<file path="config.mk">
export PLATFORM = sky130hd
export DESIGN_NAME = pll_reset_seq
export DESIGN_NICKNAME = d
export VERILOG_FILES = /design/src/rtl/pll_reset_seq.sv
export SDC_FILE = /design/constraint.sdc
export NUM_CORES = 1
export LEC_CHECK = 0
export CELL_PAD_IN_SITES_DETAIL_PLACEMENT = 1
export CELL_PAD_IN_SITES_GLOBAL_PLACEMENT = 1
export CORE_MARGIN = 1.5
export CORE_UTILIZATION = 25
export DETAILED_ROUTE_END_ITERATION = 8
export PLACE_DENSITY_LB_ADDON = 0.1
export SLEW_MARGIN = 0
export SYNTH_ARGS = -nofsm -noshare
export SYNTH_HDL_FRONTEND = slang
export SYNTH_SLANG_ARGS = --single-unit
</file>
<file path="constraint.sdc">
create_clock -name clk -period 3.87 [get_ports clk]
set_clock_uncertainty 0.1 [all_clocks]
set_input_delay 0.774 -clock clk [delete_from_list [all_inputs] [get_ports clk]]
set_output_delay 0.774 -clock clk [all_outputs]
set_load 0.05 [all_outputs]
</file>
<file path="src/rtl/pll_reset_seq.sv">
// Lock supervisor for an ECP5 PLL: retries the PLL on lock timeout and releases a
// staged active-low reset bundle once lock has been stable long enough.
module pll_reset_seq #(
  parameter int SYNC_STAGES    = 2,
  parameter int STABLE_CYCLES  = 1024,
  parameter int NUM_STAGES     = 3,
  parameter int STAGE_GAP      = 16,
  parameter int LOCK_TIMEOUT   = 65536,
  parameter int PLL_RST_CYCLES = 32,
  parameter int CNT_W          = 8
) (
  input  logic                  clk,
  input  logic                  rstn,
  input  logic                  lockedn_in,
  input  logic                  soft_rst,
  output logic                  pll_rst,
  output logic [NUM_STAGES-1:0] rstn_out,
  output logic                  ready,
  output logic [CNT_W-1:0]      lock_loss_cnt,
  output logic [CNT_W-1:0]      timeout_cnt
);

  localparam int STAB_W = (STABLE_CYCLES > 1) ? $clog2(STABLE_CYCLES) : 1;
  localparam int TO_W   = (LOCK_TIMEOUT > 1) ? $clog2(LOCK_TIMEOUT) : 1;
  localparam int PR_W   = (PLL_RST_CYCLES > 1) ? $clog2(PLL_RST_CYCLES) : 1;
  localparam int GAP_W  = (STAGE_GAP > 1) ? $clog2(STAGE_GAP) : 1;
  localparam int IDX_W  = (NUM_STAGES > 1) ? $clog2(NUM_STAGES) : 1;

  localparam logic [STAB_W-1:0] STAB_LAST = STAB_W'(STABLE_CYCLES - 1);
  localparam logic [TO_W-1:0]   TO_LAST   = TO_W'(LOCK_TIMEOUT - 1);
  localparam logic [PR_W-1:0]   PR_LAST   = PR_W'(PLL_RST_CYCLES - 1);
  localparam logic [GAP_W-1:0]  GAP_LOAD  = GAP_W'(STAGE_GAP - 1);
  localparam logic [IDX_W-1:0]  IDX_LAST  = IDX_W'(NUM_STAGES - 1);

  typedef enum logic [1:0] {
    S_WAIT_LOCK,
    S_PLL_RESET,
    S_RELEASE,
    S_RUN
  } state_t;

  state_t                  state_q, state_d;
  logic [SYNC_STAGES-1:0]  sync_q;
  logic                    lock_s;
  logic [STAB_W-1:0]       stab_q, stab_d;
  logic [TO_W-1:0]         to_q, to_d;
  logic [PR_W-1:0]         prc_q, prc_d;
  logic [GAP_W-1:0]        gap_q, gap_d;
  logic [IDX_W-1:0]        idx_q, idx_d;
  logic                    pll_rst_q, pll_rst_d;
  logic [NUM_STAGES-1:0]   rstn_q, rstn_d;
  logic                    ready_q, ready_d;
  logic [CNT_W-1:0]        llc_q, llc_d;
  logic [CNT_W-1:0]        tcnt_q, tcnt_d;

  // Synchronizer presets to "unlocked" so nothing is released straight out of reset.
  always_ff @(posedge clk or negedge rstn) begin
    if (!rstn) begin
      sync_q <= '1;
    end else begin
      sync_q <= {sync_q[SYNC_STAGES-2:0], lockedn_in};
    end
  end

  assign lock_s = ~sync_q[SYNC_STAGES-1];

  always_ff @(posedge clk or negedge rstn) begin
    if (!rstn) begin
      state_q   <= S_WAIT_LOCK;
      stab_q    <= '0;
      to_q      <= '0;
      prc_q     <= '0;
      gap_q     <= '0;
      idx_q     <= '0;
      pll_rst_q <= 1'b0;
      rstn_q    <= '0;
      ready_q   <= 1'b0;
      llc_q     <= '0;
      tcnt_q    <= '0;
    end else begin
      state_q   <= state_d;
      stab_q    <= stab_d;
      to_q      <= to_d;
      prc_q     <= prc_d;
      gap_q     <= gap_d;
      idx_q     <= idx_d;
      pll_rst_q <= pll_rst_d;
      rstn_q    <= rstn_d;
      ready_q   <= ready_d;
      llc_q     <= llc_d;
      tcnt_q    <= tcnt_d;
    end
  end

  always_comb begin
    state_d = state_q;
    stab_d  = stab_q;
    to_d    = to_q;
    prc_d   = prc_q;
    gap_d   = gap_q;
    idx_d   = idx_q;
    rstn_d  = rstn_q;
    llc_d   = llc_q;
    tcnt_d  = tcnt_q;

    unique case (state_q)
      S_WAIT_LOCK: begin
        to_d = to_q + 1'b1;
        if (lock_s && !soft_rst) begin
          if (stab_q == STAB_LAST) begin
            state_d = S_RELEASE;
            idx_d   = '0;
            gap_d   = '0;
          end else begin
            stab_d = stab_q + 1'b1;
          end
        end else begin
          stab_d = '0;
        end
        // A release decided in the same cycle takes precedence over the timeout.
        if (state_d == S_WAIT_LOCK && to_q == TO_LAST) begin
          state_d = S_PLL_RESET;
          prc_d   = '0;
          tcnt_d  = (tcnt_q == {CNT_W{1'b1}}) ? tcnt_q : tcnt_q + 1'b1;
        end
      end

      S_PLL_RESET: begin
        if (prc_q == PR_LAST) begin
          state_d = S_WAIT_LOCK;
          stab_d  = '0;
          to_d    = '0;
        end else begin
          prc_d = prc_q + 1'b1;
        end
      end

      S_RELEASE, S_RUN: begin
        if (!lock_s || soft_rst) begin
          state_d = S_WAIT_LOCK;
          stab_d  = '0;
          to_d    = '0;
          rstn_d  = '0;
          if (!lock_s) begin
            llc_d = (llc_q == {CNT_W{1'b1}}) ? llc_q : llc_q + 1'b1;
          end
        end else if (state_q == S_RELEASE) begin
          if (gap_q == '0) begin
            rstn_d[idx_q] = 1'b1;
            if (idx_q == IDX_LAST) begin
              state_d = S_RUN;
            end else begin
              idx_d = idx_q + 1'b1;
              gap_d = GAP_LOAD;
            end
          end else begin
            gap_d = gap_q - 1'b1;
          end
        end
      end

      default: state_d = S_WAIT_LOCK;
    endcase

    pll_rst_d = (state_d == S_PLL_RESET);
    ready_d   = (state_q == S_RUN) && (state_d == S_RUN);
  end

  assign pll_rst       = pll_rst_q;
  assign rstn_out      = rstn_q;
  assign ready         = ready_q;
  assign lock_loss_cnt = llc_q;
  assign timeout_cnt   = tcnt_q;

endmodule

</file>
======== Yosys cells after proc, flatten, opt, wreduce, memory -nomap -nowiden ========
Index checks and enable logic that the tools add are counted.
word-level totals
  output and inout port bits .............. 21
  logic and storage cells ................. 110
  bits in registers ....................... 62
  input bits .............................. 4
cells by class
  muxes and demuxes ....................... 40
  reduce and logical (&&, ||, !) cells .... 22
  order comparisons ....................... 2
  add/subtract/negate cells ............... 7
  eq/ne operators ......................... 23
  bitwise operators ....................... 4
operator list
  kind                     number
  $pmux W16 S3             1
  $mux W10                 4
  $mux W16                 2
  $mux W2                  15
  $pmux W10 S3             1
  $mux W4                  6
  $ne A2 B2 Y1 const B     10
  $add A16 B1 Y16 const B  1
  $add A8 B1 Y8 const B    2
  $eq A16 B16 Y1 const B   1
  $eq A8 B8 Y1 const B     2
  $reduce_and A3 Y1        4
  $add A10 B1 Y10 const B  1
  $eq A10 B10 Y1 const B   1
  $mux W5                  2
  $pmux W5 S2              1
  $mux W3                  3
  $eq A2 B2 Y1 const B     4
  $pmux W4 S2              1
  $reduce_bool A2 Y1       4
  $reduce_and A7 Y1        1
  $ne A3 B3 Y1 const B     2
  $pmux W2 S3              1
  $reduce_and A6 Y1        1
  20 further kinds         27

======== Longest topological paths before layout ========
Gate-level depths: netlist of the first run.
  depth after elaboration ................. 10
  mapped depth ............................ 8
  mapped depth without buffers ............ 8

======== Worst setup path before layout of the first run ========
Ideal clock, no wire load.
  path type ............................... flip-flop to flip-flop
  start point ............................. register tcnt_q[0], in the netlist timeout_cnt[0]
  end point ............................... register tcnt_q[1], in the netlist timeout_cnt[1]
  setup slack ............................. 1.713 ns
  stages on the path, launching flop included .. 7
  setup time .............................. 0.125 ns
  buffers on the path ..................... 1
  arrival ................................. 1.932 ns
  required time ........................... 3.645 ns
  cells stage by stage .................... dfrtp_1 > ha_1 > nand3_1 > nor2_1 > or4b_1 > buf_4 > mux2_4
between the ends
  cells in the longest elaborated chain, start to end .. 3
RTL lines
  element                                                RTL line  RTL
  from (decl)                                            54        logic [CNT_W-1:0] tcnt_q, tcnt_d;
  from (signal assigned)                                 91        tcnt_q <= tcnt_d;
  branches (longest 3 deep; another with $add A8 B1 Y8)  --
Several ways; the timed one is not identified.
A chain may end at the register's enable or synchronous reset.

======== Worst setup path in the final report of the first run ========
  start point ............................. input soft_rst
  end point ............................... register stab_q[3]
between the ends
  cells in the longest elaborated chain, start to end .. 4
RTL lines
  element                                                      RTL line  RTL
  from (decl)                                                  15        input logic soft_rst,
  $logic_not A1 Y1                                             109       if (lock_s && !soft_rst) begin
  $logic_and A1 B1 Y1                                          109
  $ne A3 B3 Y1 (no line) or $mux W10 (tied branches)           --
  $reduce_and A3 Y1 (no line) or $pmux W10 S3 (tied branches)  --
  to (signal assigned)                                         82        stab_q <= stab_d;
  to (decl)                                                    45        logic [STAB_W-1:0] stab_q, stab_d;
Parallel ways exist; a longest one is shown, timed or not.

==> results.tsv, run 1 <==
stage	metric	value	unit
outcome	status	completed	
yosys	synthTopCellsByArea	dfrtp_1 (48%), nor2_1 (4.5%), ha_1 (4.4%)	
clocking	cts_sinks	62	
timing	rsz0062_at_grt	false	
final_layout	fin_area	3890	um^2
place	dp_hpwl	5.38	mm
floorplanning	io_pins	25	
final_layout	fill_cells	1402	
clocking	clock_path_buffers	2	
clocking	cts_made_buffers	9	
critical_path	path_class	in -> reg	
yosys	dominantRegCellSynth	dfrtp_1	
yosys	synth_seq_cells	62	
hold_path	min_from	sync_q[0]$_DFF_PN1_	
yosys	synthCells	320	
yosys	ys_warn_count	0	
timing	max_freq	360	MHz
final_layout	areaGrowthSynthToFinish	23.7	%
hold_path	worstHoldEndpoint	sync_q[1]$_DFF_PN1_	
clocking	cts.clk_slew.worst_paths	0.05	ns
floorplanning	die-area	13300	um^2
critical_path	cp_max_fo	9	
pwr	power.total	1.51	mW
global_routing	gr-usage-all-layers	13.3	%
critical_path	crit_chain	clkdlybuf4s50_1 > nor3b_1 > nand4_1 > o21ai_1 > a21oi_1 > o21ai_0	
critical_path	path_buf_inv	1	
critical_path	r2r_cells	8	
yosys	synth_edf_count	0	
routing	ant_nets	0	
yosys	synth_nets	335	
routing	wl_per_cell	14.7	um
critical_path	timing.rr.start	prc_q[0]$_DFFE_PN0P_	
critical_path	critPathLaunchType	input pin	
place	numPortBuffers	24	
yosys	synth_area	3150	um^2
routing	drt-initial-drc-count	74	
floorplanning	core	12200	um^2
final_layout	nets	367	
place	place_ws	0.639	ns
yosys	synthArstFlopShare	100	%
clocking	htree_levels	3	
timing	setup_violations	0	
yosys	synth_top_cell_area_share	47.7	%
global_routing	antenna_found_initial	0	
timing	fin_setup_tns	0	ns
yosys	avgSynthCellArea	9.84	um^2
global_routing	grt_max_degree	37	
timing	worst_slew_pin_slew	0.842	ns
floorplanning	die_height	115	um
critical_path	critical-path-top-delay-family	compound AO/OA/AOI/OAI gates	
pwr	leakagePower	1.59	nW
final_layout	fin_cells	525	
timing	hold_violations	0	
hold_path	worstHoldPathCells	0	
routing	dr.pass1.iters	4	
routing	vias	2449	
pwr	vdd_drop_max	0.148	mV
pwr	p_per_area	388	nW/um^2
critical_path	cp_slowest_cell	o21ai_1	
timing	setup_slack	1.09	ns
clocking	post_cts_buffers	0	
routing	avgViaCountPerCell	4.66	
clocking	cts_hold_buf	0	
clocking	cts-root-buf	clkbuf_16	
global_routing	grt_pass1_wl	13.6	mm
floorplanning	die_x	115	um
floorplanning	rows	40	
critical_path	arrival	2.92	ns
critical_path	ff2ff_setup_slack	1.24	ns
timing	period_needed	2.78	ns
routing	drc	0	
yosys	ys_types	52	
clocking	post_cts_resize_count	0	
place	place_area	3590	um^2
critical_path	timing.rr.end	to_q[9]$_DFFE_PN0P_	
critical_path	max_stage_delay	0.67	ns
clocking	insertion_delay	0.33	ns
final_layout	diodes	0	
routing	wl	7.71	mm
critical_path	cp-end-kind	register	
global_routing	overflow	0	
hold_path	hold_class	reg -> reg	
critical_path	crit_required	4.01	ns
timing	min_period_over_period	71.8	%
clocking	cts_tree	yes	
yosys	yosysSeqAreaShare	49.3	%
timing	timing.slew.headroom	43.8	%
final_layout	drive_gt1_share	10.4	%
timing	maxSlewViolCount	0	
place	place.gp.congestion	0.710	
job	drv_cap	0	
place	place_inst	509	
floorplanning	start_util	25.9	%
yosys	yosysTopAreaCell	dfrtp_1	
global_routing	grt_pass1_vias	2640	
[metal layers]
layer | share of wire [%] | global-route usage (%)
met5 | 0 | 0
met4 | 1.8 | 6.42
met3 | 2.4 | 3.00
met2 | 44 | 19.7
met1 | 52 | 18.2
[layout by cell type, fill, tap and decap left out, types with 2 or more instances in the layout]
cell              n
nor3_1           10
buf_4             4
nor3b_1           5
clkbuf_16         9
or3_1             4
xor2_1           14
a22o_1            2
nand3_1          25
o21ai_0          13
inv_1            12
dfrtp_1          60
dfstp_2           2
clkinv_2          3
nand2_1          22
nor2_2            2
mux2_2            2
and3_1            4
nand4_1          10
xnor2_1          14
nor2_1           38
ha_1             11
a21oi_1          18
a31oi_1           5
nand2b_1          2
mux2i_1           2
o211ai_1          5
or3b_2            2
and4_1            3
clkdlybuf4s50_1  23
nor4_1            2
o21ai_1           2
clkbuf_8          2
[power by group]
| group | switching (mW) | total (mW) | internal (mW) |
|---|---|---|---|
| Combinational | 0.0272 | 0.0372 | 0.00996 |
| Sequential | 0.00325 | 0.657 | 0.653 |
| Clock | 0.288 | 0.818 | 0.530 |
[final cells by class]
cell class / count / area (um^2) / area share [%]
tap: 168 / 210 / 5.40
clock buffer: 12 / 256 / 6.59
inverter: 13 / 48.8 / 1.25
sequential: 62 / 1550 / 39.9
multi-input combinational: 238 / 1520 / 38.9
clock inverter: 4 / 45.0 / 1.16
timing repair buffer: 28 / 265 / 6.81
[worst max-delay path by stage]
| stage | start | endpoint | slack, ns | cells past startpoint |
|---|---|---|---|---|
| after floorplan | timeout_cnt[0]$_DFFE_PN0P_ | timeout_cnt[1]$_DFFE_PN0P_ | 1.71 | 6 |
| after global placement | soft_rst | prc_q[0]$_DFFE_PN0P_ | 0.79 | 6 |
| after detailed placement | soft_rst | stab_q[3]$_DFFE_PN0P_ | 0.64 | 6 |
| after CTS | soft_rst | stab_q[3]$_DFFE_PN0P_ | 1.01 | 6 |
| after global routing | soft_rst | stab_q[3]$_DFFE_PN0P_ | 0.78 | 6 |
| final | soft_rst | stab_q[3]$_DFFE_PN0P_ | 1.09 | 6 |
[Yosys cell counts (5+ instances only)]
cell type and number:
inv_1 12, o211ai_1 5, o21ai_0 13, clkbuf_1 5
nand3_1 25, dfrtp_1 60, a21oi_1 18, nor3_1 10
nor3b_1 5, ha_1 11, xor2_1 14, nand2_1 22
nor2_1 38, nand4_1 10, a31oi_1 5, xnor2_1 14
[through the flow]
stage | utilization, % | hold WS [ns]
final | 32.0 | 0.255
after global routing | 32.0 | 0.262
after CTS | 32.0 | 0.255
after detailed placement | 29.5 | 0.247
after global placement | 29.5 | 0.246
after floorplan | - | 0.245
[cell families after synthesis]
| kind of cell | after synthesis | share of synthesized area (%) |
|---|---|---|
| adder cells (fa/ha/maj) | 11 | 4.37 |
| AO/OA/AOI/OAI | 53 | 10.1 |
| AND/OR/NAND/NOR | 141 | 24.0 |
| flip-flops | 62 | 49.3 |
| buffers and inverters | 20 | 2.54 |
| multiplexers | 5 | 1.83 |
| XOR/XNOR | 28 | 7.79 |
[registers in the layout (all words and copies together) (netlist names)]
register and flops:
lock_loss_cnt 8, stab_q 10, state_q 2, idx_q 2
prc_q 5, ready 1, gap_q 4, timeout_cnt 8
pll_rst 1, to_q 16, rstn_out 3, sync_q 2
Power figures use the tool's default switching activity.
==> run 2, diff against run 1 <==
Clock period 3.87 ns to 2.4 ns, I/O delays scaled along.
==> results.tsv, run 2 (synthesis results as in run 1) <==
stage	metric	value	unit	change
pwr	p_per_area	562	nW/um^2	was 388 nW/um^2
final_layout	ff_latch_area	1550	um^2	unchanged
pwr	power_frac_comb	2.8	%	was 2.5%
global_routing	overflow	0		unchanged
hold_path	hold_class	in -> async		was reg -> reg
final_layout	areaGrowthSynthToFinish	27.1	%	was 23.7%
final_layout	fin_cells	540		was 525
timing	hold_violations	0		unchanged
place	dp_hpwl	5.42	mm	was 5.38 mm
global_routing	grt_pass1_vias	2733		was 2640
global_routing	use_met2	19.8	%	was 19.7%
timing	min_period_over_period	95.1	%	
final_layout	diodes	0		unchanged
timing	worst_hold_slack	0.0519	ns	was 0.255 ns
timing	setup_violations	0		unchanged
clocking	cts.clk_slew.worst_paths	0.05	ns	about the same
global_routing	grt_util_met3	2.79	%	was 3.00%
critical_path	cp_max_fo	6		was 9
pwr	power_frac_seq	47.0	%	was 43.4%
critical_path	arrival	2.40	ns	was 2.92 ns
critical_path	ff2ff_setup_slack	0.12	ns	was 1.24 ns
critical_path	timing.rr.end	timeout_cnt[1]$_DFFE_PN0P_		was to_q[9]$_DFFE_PN0P_
pwr	vdd_drop_max	0.212	mV	was 0.148 mV
routing	dr.pass1.iters	4		unchanged
final_layout	nets	383		was 367
global_routing	grt_pass1_wl	13.6	mm	about the same
global_routing	busiest_layer	met2		unchanged
final_layout	fill_cells	1373		was 1402
final_layout	layout_common_cells	dfrtp_1 (60), nor2_1 (38), nand3_1 (24)		was dfrtp_1 (60), nor2_1 (38), nand3_1 (25)
final_layout	final_common_cell	dfrtp_1		unchanged
pwr	p_sw	0.489	mW	was 0.318 mW
floorplanning	io_pins	25		unchanged
place	place.gp.congestion	0.749		was 0.710
routing	wl_per_cell	14.5	um	was 14.7 um
pwr	netSwitchingFraction	21.7	%	was 21.1%
timing	maxSlewViolCount	0		unchanged
timing	timing.slew.headroom	63.8	%	was 43.8%
final_layout	regMostFlops	to_q		unchanged
clocking	cts_sinks	62		unchanged
final_layout	reg_top3	to_q x16, stab_q x10		unchanged
timing	period_needed	2.28	ns	
critical_path	r2r_cells	6		was 8
pwr	p_int	1.76	mW	was 1.19 mW
job	drv_cap	0		unchanged
final_layout	drive_gt1_share	14.2	%	was 10.4%
timing	worst_slew_pin_slew	0.540	ns	was 0.842 ns
final_layout	largest_reg_flops	16		unchanged
global_routing	antenna_found_initial	0		unchanged
routing	ant_nets	0		unchanged
place	numPortBuffers	24		unchanged
routing	drc	0		unchanged
routing	vias	2518		was 2449
clocking	cts_made_buffers	9		unchanged
floorplanning	start_util	25.9	%	unchanged
critical_path	critPathLaunchType	register		was input pin
critical_path	timing.rr.start	to_q[1]$_DFFE_PN0P_		was prc_q[0]$_DFFE_PN0P_
floorplanning	die_height	115	um	unchanged
routing	drt-initial-drc-count	94		was 74
floorplanning	rows	40		unchanged
critical_path	path_class	reg -> reg		was in -> reg
pwr	power.total	2.25	mW	was 1.51 mW
timing	rsz0062_at_grt	false		unchanged
final_layout	multi_input_area	1540	um^2	was 1520 um^2
clocking	insertion_delay	0.33	ns	about the same
critical_path	crit_required	2.51	ns	was 4.01 ns
place	place_inst	525		was 509
pwr	leakagePower	1.65	nW	was 1.59 nW
global_routing	grt_max_degree	63		was 37
clocking	cts-root-buf	clkbuf_16		unchanged
floorplanning	die-area	13300	um^2	unchanged
clocking	cts_tree	yes		unchanged
timing	max_freq	438	MHz	
clocking	post_cts_buffers	0		unchanged
clocking	clock_path_buffers	2		unchanged
clocking	htree_levels	3		unchanged
critical_path	cp-end-kind	register		unchanged
outcome	status	completed		unchanged
pwr	clkPwrFrac	50.2	%	was 54.1%
routing	wl	7.84	mm	was 7.71 mm
floorplanning	core	12200	um^2	unchanged
global_routing	grt_use_met1	18.2	%	about the same
routing	avgViaCountPerCell	4.66		about the same
global_routing	gr-usage-all-layers	13.3	%	about the same
floorplanning	die_x	115	um	unchanged
## run 2: repair_timing
item	4_1_cts	5_1_grt
resized for setup	0	5
endpoints found under the hold margin	0	0
hold buffers	0	0
endpoints found under the setup margin	0	12
## run 2: worst max-delay path: stages (launching register included)
cell and delay [ns]:
dfrtp_1 0.38, ha_2 0.21, nor4bb_4 0.29, nand4_1 0.15, or4b_1 0.55, buf_4 0.19, mux2_4 0.29
## run 2: worst max-delay path by stage
stage                          startpoint                          to  slack [ns]  cells past startpoint
3_3_place_gp                     soft_rst        to_q[14]$_DFFE_PN0P_       -0.02                      7
6_report              to_q[1]$_DFFE_PN0P_  timeout_cnt[1]$_DFFE_PN0P_        0.12                      6
2_1_floorplan  timeout_cnt[0]$_DFFE_PN0P_  timeout_cnt[1]$_DFFE_PN0P_        0.24                      6
4_1_cts              prc_q[0]$_DFFE_PN0P_        to_q[14]$_DFFE_PN0P_        0.05                      8
5_1_grt               to_q[1]$_DFFE_PN0P_  timeout_cnt[1]$_DFFE_PN0P_        0.02                      6
3_5_place_dp                     soft_rst        idx_q[1]$_DFFE_PN0P_       -0.05                      7
## run 2: final cells by class
cell class	count	area share, %
Clock buffer	13	6.00
Clock inverter	2	0.250
Inverter	13	1.22
Multi-Input combinational cell	238	38.5
Sequential cell	62	38.8
Tap cell	168	5.25
Timing Repair Buffer	44	9.94
## run 2: routing by layer
layer,wire (um),vias to the layer above
met1,4110,1233
met2,3370,29
met3,169,12
met4,187,0
li1,-,1244
met5,0,-
## run 2: through the flow
stage	cell area [um^2]	TNS, ns	util, %	setup slack [ns]
2_1_floorplan	3150	0	-	0.243
3_3_place_gp	3730	-0.0458	30.6	-0.0161
3_5_place_dp	3730	-0.205	30.6	-0.0532
4_1_cts	3980	0	32.7	0.0548
5_1_grt	4000	0	32.9	0.0212
6_report	4000	0	32.9	0.119
## run 2: power groups by stage
stage,Combinational (mW),Clock (mW),Sequential [mW]
finish,0.0626,1.13,1.06
detailed placement,0.0659,0,1.08
global placement,0.0660,0,1.08
floorplan,0.0133,0,1.08
global route,0.0720,1.23,1.06
CTS,0.0663,1.18,1.06
==> run 3, diff against run 2 <==
Settings changed: SETUP_SLACK_MARGIN from default to 0.05, TNS_END_PERCENT from default to 10.
==> results.tsv, run 3 (synthesis results as in run 1) <==
stage	metric	value	unit	change
critical_path	max_stage_delay	0.54	ns	was 0.55 ns
critical_path	cp_slowest_cell	or4b_1		unchanged
critical_path	crit_required	2.51	ns	about the same
critical_path	path_class	reg -> reg		unchanged
timing	max_freq	442	MHz	was 438 MHz
routing	wl_per_cell	14.5	um	about the same
pwr	leakagePower	1.65	nW	about the same
routing	drt-initial-drc-count	92		was 94
final_layout	nets	384		was 383
floorplanning	rows	40		unchanged
timing	worst_slew_pin_slew	0.539	ns	was 0.540 ns
final_layout	layout_common_cells	dfrtp_1 (60), nor2_1 (38), nand3_1 (24)		unchanged
final_layout	final_common_cell	dfrtp_1		unchanged
timing	worst_hold_slack	0.0530	ns	was 0.0519 ns
pwr	p_per_area	562	nW/um^2	about the same
critical_path	arrival	2.38	ns	was 2.40 ns
critical_path	path_buf_inv	1		unchanged
critical_path	crit_chain	ha_2 > nor4bb_4 > nand4_1 > or4b_1 > buf_4 > mux2_4		unchanged
place	numPortBuffers	24		unchanged
critical_path	cp-end-kind	register		unchanged
global_routing	gr-usage-all-layers	13.3	%	unchanged
timing	period_needed	2.26	ns	was 2.28 ns
place	place.gp.congestion	0.749		unchanged
critical_path	cp_max_fo	6		unchanged
critical_path	critPathLaunchType	register		unchanged
final_layout	reg_top3	to_q x16, stab_q x10		unchanged
final_layout	largest_reg_flops	16		unchanged
clocking	htree_levels	3		unchanged
final_layout	areaGrowthSynthToFinish	27.4	%	was 27.1%
place	dp_hpwl	5.42	mm	unchanged
pwr	netSwitchingFraction	21.8	%	was 21.7%
routing	avgViaCountPerCell	4.66		about the same
final_layout	fin_area	4010	um^2	was 4000 um^2
global_routing	grt_max_degree	63		unchanged
clocking	cts_hold_buf	0		unchanged
timing	setup_violations	0		unchanged
floorplanning	io_pins	25		unchanged
floorplanning	start_util	25.9	%	unchanged
routing	ant_nets	0		unchanged
timing	hold_violations	0		unchanged
final_layout	regMostFlops	to_q		unchanged
floorplanning	core	12200	um^2	unchanged
clocking	insertion_delay	0.33	ns	about the same
routing	wl	7.87	mm	was 7.84 mm
floorplanning	die_height	115	um	unchanged
global_routing	antenna_found_initial	0		unchanged
clocking	clock_path_buffers	2		unchanged
timing	fin_setup_tns	0	ns	unchanged
pwr	vdd_drop_max	0.213	mV	was 0.212 mV
final_layout	finish.utilization	33.0	%	was 32.9%
pwr	power.total	2.25	mW	about the same
hold_path	hold_class	in -> async		unchanged
clocking	cts_tree	yes		unchanged
clocking	cts.clk_slew.worst_paths	0.05	ns	about the same
timing	timing.slew.headroom	63.9	%	was 63.8%
timing	maxSlewViolCount	0		unchanged
place	place_area	3730	um^2	unchanged
timing	min_period_over_period	94.3	%	was 95.1%
critical_path	critical-path-top-delay-family	simple AND/OR/NAND/NOR gates		unchanged
routing	vias	2522		was 2518
critical_path	ff2ff_setup_slack	0.14	ns	was 0.12 ns
pwr	power_frac_comb	2.8	%	about the same
timing	rsz0062_at_grt	true		was false
pwr	power_frac_seq	47.0	%	about the same
final_layout	diodes	0		unchanged
outcome	status	completed		unchanged
final_layout	drive_gt1_share	14.5	%	was 14.2%
clocking	cts_sinks	62		unchanged
global_routing	grt_pass1_vias	2733		unchanged
clocking	cts_made_buffers	9		unchanged
global_routing	grt_pass1_wl	13.6	mm	unchanged
job	drv_cap	0		unchanged
pwr	p_int	1.76	mW	about the same
clocking	cts-root-buf	clkbuf_16		unchanged
global_routing	overflow	0		unchanged
floorplanning	die_x	115	um	unchanged
floorplanning	die-area	13300	um^2	unchanged
pwr	p_sw	0.491	mW	was 0.489 mW
pwr	clkPwrFrac	50.2	%	about the same
routing	dr.pass1.iters	4		unchanged
routing	drc	0		unchanged
## run 3: changes by cell type in the layout (fill, tap and decap cells not counted), sizes merged
cell,delta
buf,+1
## run 3: worst paths after layout
| path | from | to | cells past startpoint |
|---|---|---|---|
| min in group clk | sync_q[0]$_DFF_PN1_ | sync_q[1]$_DFF_PN1_ | 0 |
| max in group asynchronous | rstn | sync_q[0]$_DFF_PN1_ | 2 |
| worst min-delay path | rstn | timeout_cnt[4]$_DFFE_PN0P_ | 2 |
| worst max-delay path | to_q[1]$_DFFE_PN0P_ | timeout_cnt[1]$_DFFE_PN0P_ | 6 |
| worst min register to register | sync_q[0]$_DFF_PN1_ | sync_q[1]$_DFF_PN1_ | 0 |
| worst max register to register | to_q[1]$_DFFE_PN0P_ | timeout_cnt[1]$_DFFE_PN0P_ | 6 |
## run 3: area by class of cell
type / count / area, um^2
well taps: 168 / 210
flip-flops and latches: 62 / 1550
repair buffers: 45 / 405
multi-input cells: 238 / 1540
fillers: 1375 / 8150
inverters: 13 / 48.8
clock buffers: 13 / 240
clock inverters: 2 / 10.0
## run 3: repair_timing
item / CTS / global route
resized for setup: 0 / 5
endpoints found under the setup margin: 0 / 18
buffers inserted: 0 / 1
## run 3: worst reg2reg max path, cell delays in order, from the launching register on
cell	delay [ns]
dfrtp_1	0.38
ha_2	0.21
nor4bb_4	0.29
nand4_1	0.14
or4b_1	0.54
buf_4	0.19
mux2_4	0.29
## run 3: layer usage
layer	global-route usage [%]	up-vias	wire, um
met5	0	-	0
met4	7.16	0	183
met3	2.79	12	170
met2	19.8	29	3390
met1	18.2	1236	4130
li1	-	1245	-
## run 3: power groups by stage
stage / combinational, mW / sequential (mW) / clock [mW]
after floorplan: 0.0133 / 1.08 / 0
after global placement: 0.0660 / 1.08 / 0
after detailed placement: 0.0659 / 1.08 / 0
after CTS: 0.0663 / 1.06 / 1.18
after global routing: 0.0720 / 1.06 / 1.23
final: 0.0627 / 1.06 / 1.13
## run 3: metrics by stage
stage | setup slack (ns) | cells
6_report | 0.136 | 541
5_1_grt | 0.0271 | 541
4_1_cts | 0.0548 | 540
3_5_place_dp | -0.0532 | 525
3_3_place_gp | -0.0161 | 525
2_1_floorplan | 0.243 | 320
